## src/rtl/imem_fetch_ctrl_pkg.sv

```systemverilog
// Shared definitions for the instruction fetch sequencer: state encoding,
// PC step and the request-issuing state decode.
package imem_fetch_ctrl_pkg;

    localparam int unsigned DEF_WIDTH = 32;
    localparam int unsigned PC_INC    = 4;

    typedef enum logic [1:0] {
        FS_IDLE    = 2'd0,
        FS_FETCH   = 2'd1,
        FS_DRAIN   = 2'd2,
        FS_DISCARD = 2'd3
    } fetch_state_t;

    // Both FETCH and DISCARD keep a request on the bus until it is acknowledged.
    function automatic logic fs_issues_req(input fetch_state_t s);
        return (s == FS_FETCH) || (s == FS_DISCARD);
    endfunction

endpackage

```

## src/rtl/imem_fetch_ctrl_skid_buf.sv

```systemverilog
// One-entry {instr, pc+4} holding buffer that catches memory data arriving
// while decode is stalled and the output register is still occupied.
module fetch_skid_buf
    import imem_fetch_ctrl_pkg::*;
#(
    parameter int WIDTH = DEF_WIDTH
) (
    input  logic             clk,
    input  logic             rst_n,
    input  logic             i_load,
    input  logic             i_clear,
    input  logic [WIDTH-1:0] i_instr,
    input  logic [WIDTH-1:0] i_pc,
    output logic             o_valid,
    output logic [WIDTH-1:0] o_instr,
    output logic [WIDTH-1:0] o_pc
);

    logic             r_valid;
    logic [WIDTH-1:0] r_instr;
    logic [WIDTH-1:0] r_pc;

    // Clear wins over load: a redirect must never let wrong-path data survive.
    always_ff @(posedge clk or negedge rst_n) begin
        if (!rst_n) begin
            r_valid <= 1'b0;
            r_instr <= '0;
            r_pc    <= '0;
        end else if (i_clear) begin
            r_valid <= 1'b0;
        end else if (i_load) begin
            r_valid <= 1'b1;
            r_instr <= i_instr;
            r_pc    <= i_pc;
        end
    end

    assign o_valid = r_valid;
    assign o_instr = r_instr;
    assign o_pc    = r_pc;

endmodule

```

## src/rtl/imem_fetch_ctrl.sv

```systemverilog
// Fetch sequencer: owns the PC, runs the req/ack handshake to instruction
// memory, applies decode redirects and presents {instr, pc+4} to IF/ID.
module imem_fetch_ctrl
    import imem_fetch_ctrl_pkg::*;
#(
    parameter int               WIDTH    = DEF_WIDTH,
    parameter logic [WIDTH-1:0] RESET_PC = '0
) (
    input  logic             clk,
    input  logic             rst,
    input  logic             stall_decode,
    input  logic             redirect_valid,
    input  logic [WIDTH-1:0] redirect_pc,
    output logic             mem_req,
    output logic [WIDTH-1:0] mem_addr,
    input  logic             mem_ack,
    input  logic [WIDTH-1:0] mem_rdata,
    output logic             fetch_valid,
    output logic [WIDTH-1:0] instr_fetch,
    output logic [WIDTH-1:0] pc_fetch,
    output logic [WIDTH-1:0] pc_current
);

    localparam logic [WIDTH-1:0] ALIGN_MASK = ~(WIDTH'(PC_INC - 1));

    fetch_state_t     r_state;
    logic [WIDTH-1:0] r_pc;
    logic [WIDTH-1:0] r_req_addr;
    logic             r_fetch_valid;
    logic [WIDTH-1:0] r_instr;
    logic [WIDTH-1:0] r_pc_fetch;

    logic             w_consume;
    logic             w_loadable;
    logic             w_ack_fetch;
    logic             w_skid_load;
    logic             w_skid_clear;
    logic             w_skid_valid;
    logic [WIDTH-1:0] w_skid_instr;
    logic [WIDTH-1:0] w_skid_pc;
    logic [WIDTH-1:0] w_req_next;
    logic [WIDTH-1:0] w_redir_pc;

    assign w_consume   = r_fetch_valid & ~stall_decode;
    assign w_loadable  = ~r_fetch_valid | ~stall_decode;
    assign w_ack_fetch = (r_state == FS_FETCH) & mem_ack;
    assign w_req_next  = r_req_addr + WIDTH'(PC_INC);
    assign w_redir_pc  = redirect_pc & ALIGN_MASK;

    // Data only goes to the skid when the output register is held by a stall.
    assign w_skid_load  = w_ack_fetch & ~redirect_valid & ~w_loadable;
    assign w_skid_clear = redirect_valid | ((r_state == FS_DRAIN) & w_consume);

    fetch_skid_buf #(
        .WIDTH   (WIDTH)
    ) u_skid (
        .clk     (clk),
        .rst_n   (rst),
        .i_load  (w_skid_load),
        .i_clear (w_skid_clear),
        .i_instr (mem_rdata),
        .i_pc    (w_req_next),
        .o_valid (w_skid_valid),
        .o_instr (w_skid_instr),
        .o_pc    (w_skid_pc)
    );

    always_ff @(posedge clk or negedge rst) begin
        if (!rst) begin
            r_state       <= FS_IDLE;
            r_pc          <= RESET_PC;
            r_req_addr    <= RESET_PC;
            r_fetch_valid <= 1'b0;
            r_instr       <= '0;
            r_pc_fetch    <= '0;
        end else if (redirect_valid) begin
            // The bus request is never retracted; only its data is disowned.
            r_fetch_valid <= 1'b0;
            r_pc          <= w_redir_pc;
            unique case (r_state)
                FS_FETCH: begin
                    if (mem_ack) begin
                        r_req_addr <= w_redir_pc;
                    end else begin
                        r_state <= FS_DISCARD;
                    end
                end
                FS_DISCARD: begin
                    if (mem_ack) begin
                        r_state    <= FS_FETCH;
                        r_req_addr <= w_redir_pc;
                    end
                end
                default: begin
                    r_state    <= FS_FETCH;
                    r_req_addr <= w_redir_pc;
                end
            endcase
        end else begin
            if (w_consume) begin
                r_fetch_valid <= 1'b0;
            end
            unique case (r_state)
                FS_IDLE: begin
                    r_state    <= FS_FETCH;
                    r_req_addr <= r_pc;
                end
                FS_FETCH: begin
                    if (mem_ack) begin
                        r_pc <= w_req_next;
                        if (w_loadable) begin
                            r_fetch_valid <= 1'b1;
                            r_instr       <= mem_rdata;
                            r_pc_fetch    <= w_req_next;
                            r_req_addr    <= w_req_next;
                        end else begin
                            r_state <= FS_DRAIN;
                        end
                    end
                end
                FS_DRAIN: begin
                    if (w_consume & w_skid_valid) begin
                        r_fetch_valid <= 1'b1;
                        r_instr       <= w_skid_instr;
                        r_pc_fetch    <= w_skid_pc;
                        r_state       <= FS_FETCH;
                        r_req_addr    <= r_pc;
                    end
                end
                FS_DISCARD: begin
                    if (mem_ack) begin
                        r_state    <= FS_FETCH;
                        r_req_addr <= r_pc;
                    end
                end
                default: begin
                    r_state <= FS_IDLE;
                end
            endcase
        end
    end

    assign mem_req     = fs_issues_req(r_state);
    assign mem_addr    = r_req_addr;
    assign fetch_valid = r_fetch_valid;
    assign instr_fetch = r_instr;
    assign pc_fetch    = r_pc_fetch;
    assign pc_current  = r_pc;

endmodule

```

## config.mk

```make
export PLATFORM = sky130hd
export DESIGN_NAME = imem_fetch_ctrl
export DESIGN_NICKNAME = d
export VERILOG_FILES = /design/src/rtl/imem_fetch_ctrl_pkg.sv /design/src/rtl/imem_fetch_ctrl_skid_buf.sv /design/src/rtl/imem_fetch_ctrl.sv
export SDC_FILE = /design/constraint.sdc
export NUM_CORES = 1
export LEC_CHECK = 0
export ABC_AREA = 1
export CORE_MARGIN = 2
export CORE_UTILIZATION = 52
export DETAILED_ROUTE_END_ITERATION = 16
export PLACE_DENSITY_LB_ADDON = 0.08
export RECOVER_POWER = 100
export SYNTH_ARGS = -nofsm -noshare
export SYNTH_HDL_FRONTEND = slang
export SYNTH_SLANG_ARGS = --single-unit
```

## constraint.sdc

```tcl
create_clock -name clk -period 2.3 [get_ports clk]
set_input_delay 0.46 -clock clk [delete_from_list [all_inputs] [get_ports clk]]
set_output_delay 0.46 -clock clk [all_outputs]
set_load 0.005 [all_outputs]
```

==> results <==
- The combined global-route utilization of all metal layers is around a quarter.
- Among all stages on the critical path, the largest delay is contributed by sky130_fd_sc_hd__dlygate4sd3_1.
- The proportion of layout cells with a drive suffix above 1 is under 10%.
- The clock root buffer master is sky130_fd_sc_hd__clkbuf_16.
- In the routed layout, each cell is associated on average with a via count of between 5 and 6.
- At the end of the flow, the number of nets in the layout was between 1000 and 1500.
- 0 antenna diodes ended up in the layout.
- The worst-case IR drop observed on VDD is approximately 0.00077 V.
- The average cell area after synthesis is around 8 µm².
- The post-synth design cell area is ~9900 µm².
- STA classifies the critical path startpoint as a primary input.
- Input and output buffers added on the ports amount to a little under 200.
- The number of DRC markers after the initial detailed-route iteration is 645.
- The tightest hold path in the finished design has a slack of approximately 470 ps.
- The number of synthesized register bits is roughly 200.
- The boundary pin count is between 150 and 200.
- Counting I/O delays and the setup requirement, the final critical path takes 2120 ps.
- Including well taps, the total number of placed cells is roughly 1600.
- The count of clock tree sinks is a little under 200.
- The congestion estimate from routability-driven global placement came to approximately 0.93.
- The number of global-route vias before repair came to between 8000 and 9000.
- The largest single stage delay on the critical path is 580 ps.
- In this run the cell area measured after placement is ~12000 µm².
- The most common flop cell mapped by yosys is sky130_fd_sc_hd__dfrtp_1.
- The measured slew at the worst slew-check pin is between 1000 and 1500 ps.
- From synthesis to final layout, the design area changed by 27.3%.
- The largest net degree at the start of global routing is 80.
- The wire length of the first global-routing pass is roughly 42000 µm.
- The overall routed net length is about 26000 µm.
- The via count is between 8000 and 9000.
- The antenna violation net count after detailed routing is 0.
- The arrival time at the worst endpoint is between 2000 and 2500 ps.
- Sequential cells were found to cover roughly half of the synthesized design area.
- The total clock buffers created by CTS is 17.
- The count of warnings emitted by yosys is 0.
- The area of all placed cells without fillers is between 10000 and 15000 µm².
- The number of antenna violations at the first check in global routing is 0.
- The clock passes through at most 2 buffers.
- The region available for standard cell placement spans around 19000 µm².
- Walking the worst path, the cells encountered are dlygate4sd3_1 -> clkbuf_1 -> buf_4 -> nor2_1 -> inv_1 -> clkbuf_2 -> o21ai_0 -> o21bai_1.
- The cell family contributing the most delay on the critical path is buffers and inverters.
- The H-tree generated during clock tree synthesis spans 4 levels.
- Summed over all nets, the half-perimeter wirelength after detailed placement is 17900 µm.
- Setup repair after global routing left no endpoint under its margin.
- The aggregate negative setup slack is 0 ps.
- The largest fanout on the critical path is 21.
- The final non-filler cell total is 1669.
- Across the routed clock network, the largest skew measured is roughly 14 ps.
- The post-synthesis cell count is ~1200.
- The area enclosed by the die boundary is about 20000 µm².
- Leaving out fill and tap cells, the most frequent cells in the layout are sky130_fd_sc_hd__nand2_1 (425), sky130_fd_sc_hd__dfrtp_1 (196), sky130_fd_sc_hd__nor2_1 (165), sky130_fd_sc_hd__dlygate4sd3_1 (131), sky130_fd_sc_hd__o21ai_0 (108).
- The initial core utilization is a little over half.
- The post-placement worst setup slack is roughly 110 ps.
- For this run, design rule violations remaining after detail routing come to 0.
- The first-pass detailed-route iteration total is 5.
- The average routed wire per standard cell is 15.6 µm.
- The max-slew violation total from the final report is 0.
- The net count after synthesis is 1314.
- The worst setup path is of the in -> reg kind.
- Of the available clock period, the critical path in the final layout requires between 90% and 100%.
- After global routing the overflow that remains totals 0.
- Summed over all cells, the static leakage comes to 6.31 nW.
- In this run the tightest slew margin relative to its limit is roughly 2.6%.
- The number of flops mapped to enable cells by yosys is 0.
- Measured along the y axis, the die boundary spans between 100 and 150 µm.
- The number of buffer and inverter instances along the worst setup path is 5.
- The initialized floorplan defines 50 standard-cell rows.
- Derived from the worst setup path, the maximum achievable clock frequency is between 400 and 500 MHz.
- The clock insertion delay at the later pin of the skew report is roughly 430 ps.
- For this run, asynchronously set or reset flops after synthesis account for 100%.
- Leaving out fill and tap cells, the most frequent cell in the layout is sky130_fd_sc_hd__nand2_1.
- The die is ~140 µm wide.
- Clock-pin slew was measured on the worst setup and hold paths at roughly 70 ps.
- The clock tree from TritonCTS is done.
- The number of endpoints with negative hold slack in the final report is 0.
- The power density normalized to cell area is around 1200 nW/µm².
- Setup slack on the worst reg-to-reg path comes out at approximately 180 ps.
- The total of max-cap violations is 0.
- After layout, the worst setup slack is between 150 and 200 ps.
- The class of the tightest hold or removal check is reg -> reg.
- The critical path required time is 2600 ps.
- Synthesis instantiated 39 different standard cells from the library.
- The flow ran to the end, and the final reports show no timing, DRC or antenna violations.
- The type of destination of the critical path is a flop.
- Setup violations remaining at the end of the flow were counted as 0.
where the power goes:
part,total (mW),internal (mW),switching [mW]
Sequential,5.82,4.83,0.994
Clock,2.95,1.46,1.48
Combinational,6.58,2.88,3.70
cell families after synthesis:
family / count (synthesis) / share of synthesized area (%)
AO/OA/AOI/OAI: 217 / 15.2
AND/OR/NAND/NOR: 643 / 25.7
buffers and inverters: 163 / 7.20
XOR/XNOR: 16 / 1.64
flip-flops: 196 / 49.6
adder cells (fa/ha/maj): 5 / 0.633
layer usage:
layer	wire length, µm	GRT usage (%)
met1	12000	37.9
met2	12000	42.3
met3	1660	5.13
met4	346	7.05
met5	0	0
final cells by class:
| cell class | count | area, µm² |
|---|---|---|
| multi-input combinational | 881 | 4190 |
| inverter | 100 | 379 |
| tap | 234 | 293 |
| clock buffer | 17 | 425 |
| fill | 1584 | 6120 |
| sequential | 196 | 4900 |
| timing repair buffer | 226 | 2230 |
| clock inverter | 15 | 160 |
state kept, by name, summed over array words and instances, names as in the netlist:
register        flops
u_skid.o_valid      1
u_skid.o_instr     32
fetch_valid         1
instr_fetch        32
u_skid.o_pc        32
pc_fetch           32
r_state             2
pc_current         32
mem_addr           32
repair_timing:
action,CTS,global route
setup endpoints to repair,1,1
hold endpoints to repair,5,0
buffers inserted,0,2
pin swaps,0,0
gates resized for setup,1,4
hold buffers,1,0
worst paths after layout:
path                                                start                             end  cells past startpoint
setup / recovery                           redirect_valid      pc_current[13]$_DFFE_PN0P_                      8
hold / removal             u_skid.o_instr[24]$_DFFE_PN0P_  u_skid.o_instr[24]$_DFFE_PN0P_                      2
setup reg to reg                  mem_addr[2]$_DFFE_PN0P_        pc_fetch[28]$_DFFE_PN0P_                     10
hold reg to reg            u_skid.o_instr[24]$_DFFE_PN0P_  u_skid.o_instr[24]$_DFFE_PN0P_                      2
max in group asynchronous                             rst      pc_current[14]$_DFFE_PN0P_                      3
min in group asynchronous                             rst     instr_fetch[26]$_DFFE_PN0P_                      2
worst reg2reg max path: cells and delay by family (launching register included):
kind	cells	cell delay, ps
flip-flops	1	480
AO/OA/AOI/OAI	1	190
AND/OR/NAND/NOR	8	1090
adder cells (fa/ha/maj)	1	240
per-stage QoR:
stage	power, mW	utilization (%)
2_1_floorplan	9.63	-
6_report	15.4	67.3
4_1_cts	16.0	68.1
3_3_place_gp	12.8	64.9
5_1_grt	16.5	67.3
3_5_place_dp	13.0	64.9
cells in the mapped netlist, types with 9 or more instances:
| master | instances | area share [%] |
|---|---|---|
| sky130_fd_sc_hd__nand2_1 | 425 | 16 |
| sky130_fd_sc_hd__dfrtp_1 | 196 | 50 |
| sky130_fd_sc_hd__nor2_1 | 164 | 6.2 |
| sky130_fd_sc_hd__o21ai_0 | 104 | 5.3 |
| sky130_fd_sc_hd__inv_1 | 93 | 3.5 |
| sky130_fd_sc_hd__nand3_1 | 38 | 1.9 |
| sky130_fd_sc_hd__o31ai_2 | 36 | 4.6 |
| sky130_fd_sc_hd__clkbuf_1 | 31 | 1.2 |
| sky130_fd_sc_hd__a21oi_1 | 20 | 1.0 |
| sky130_fd_sc_hd__a21boi_1 | 15 | 1.1 |
| sky130_fd_sc_hd__buf_2 | 13 | 0.66 |
| sky130_fd_sc_hd__o21bai_1 | 13 | 0.99 |
| sky130_fd_sc_hd__xor2_1 | 12 | 1.1 |
| sky130_fd_sc_hd__buf_6 | 9 | 1.0 |
(Power assumes the default switching activity.)
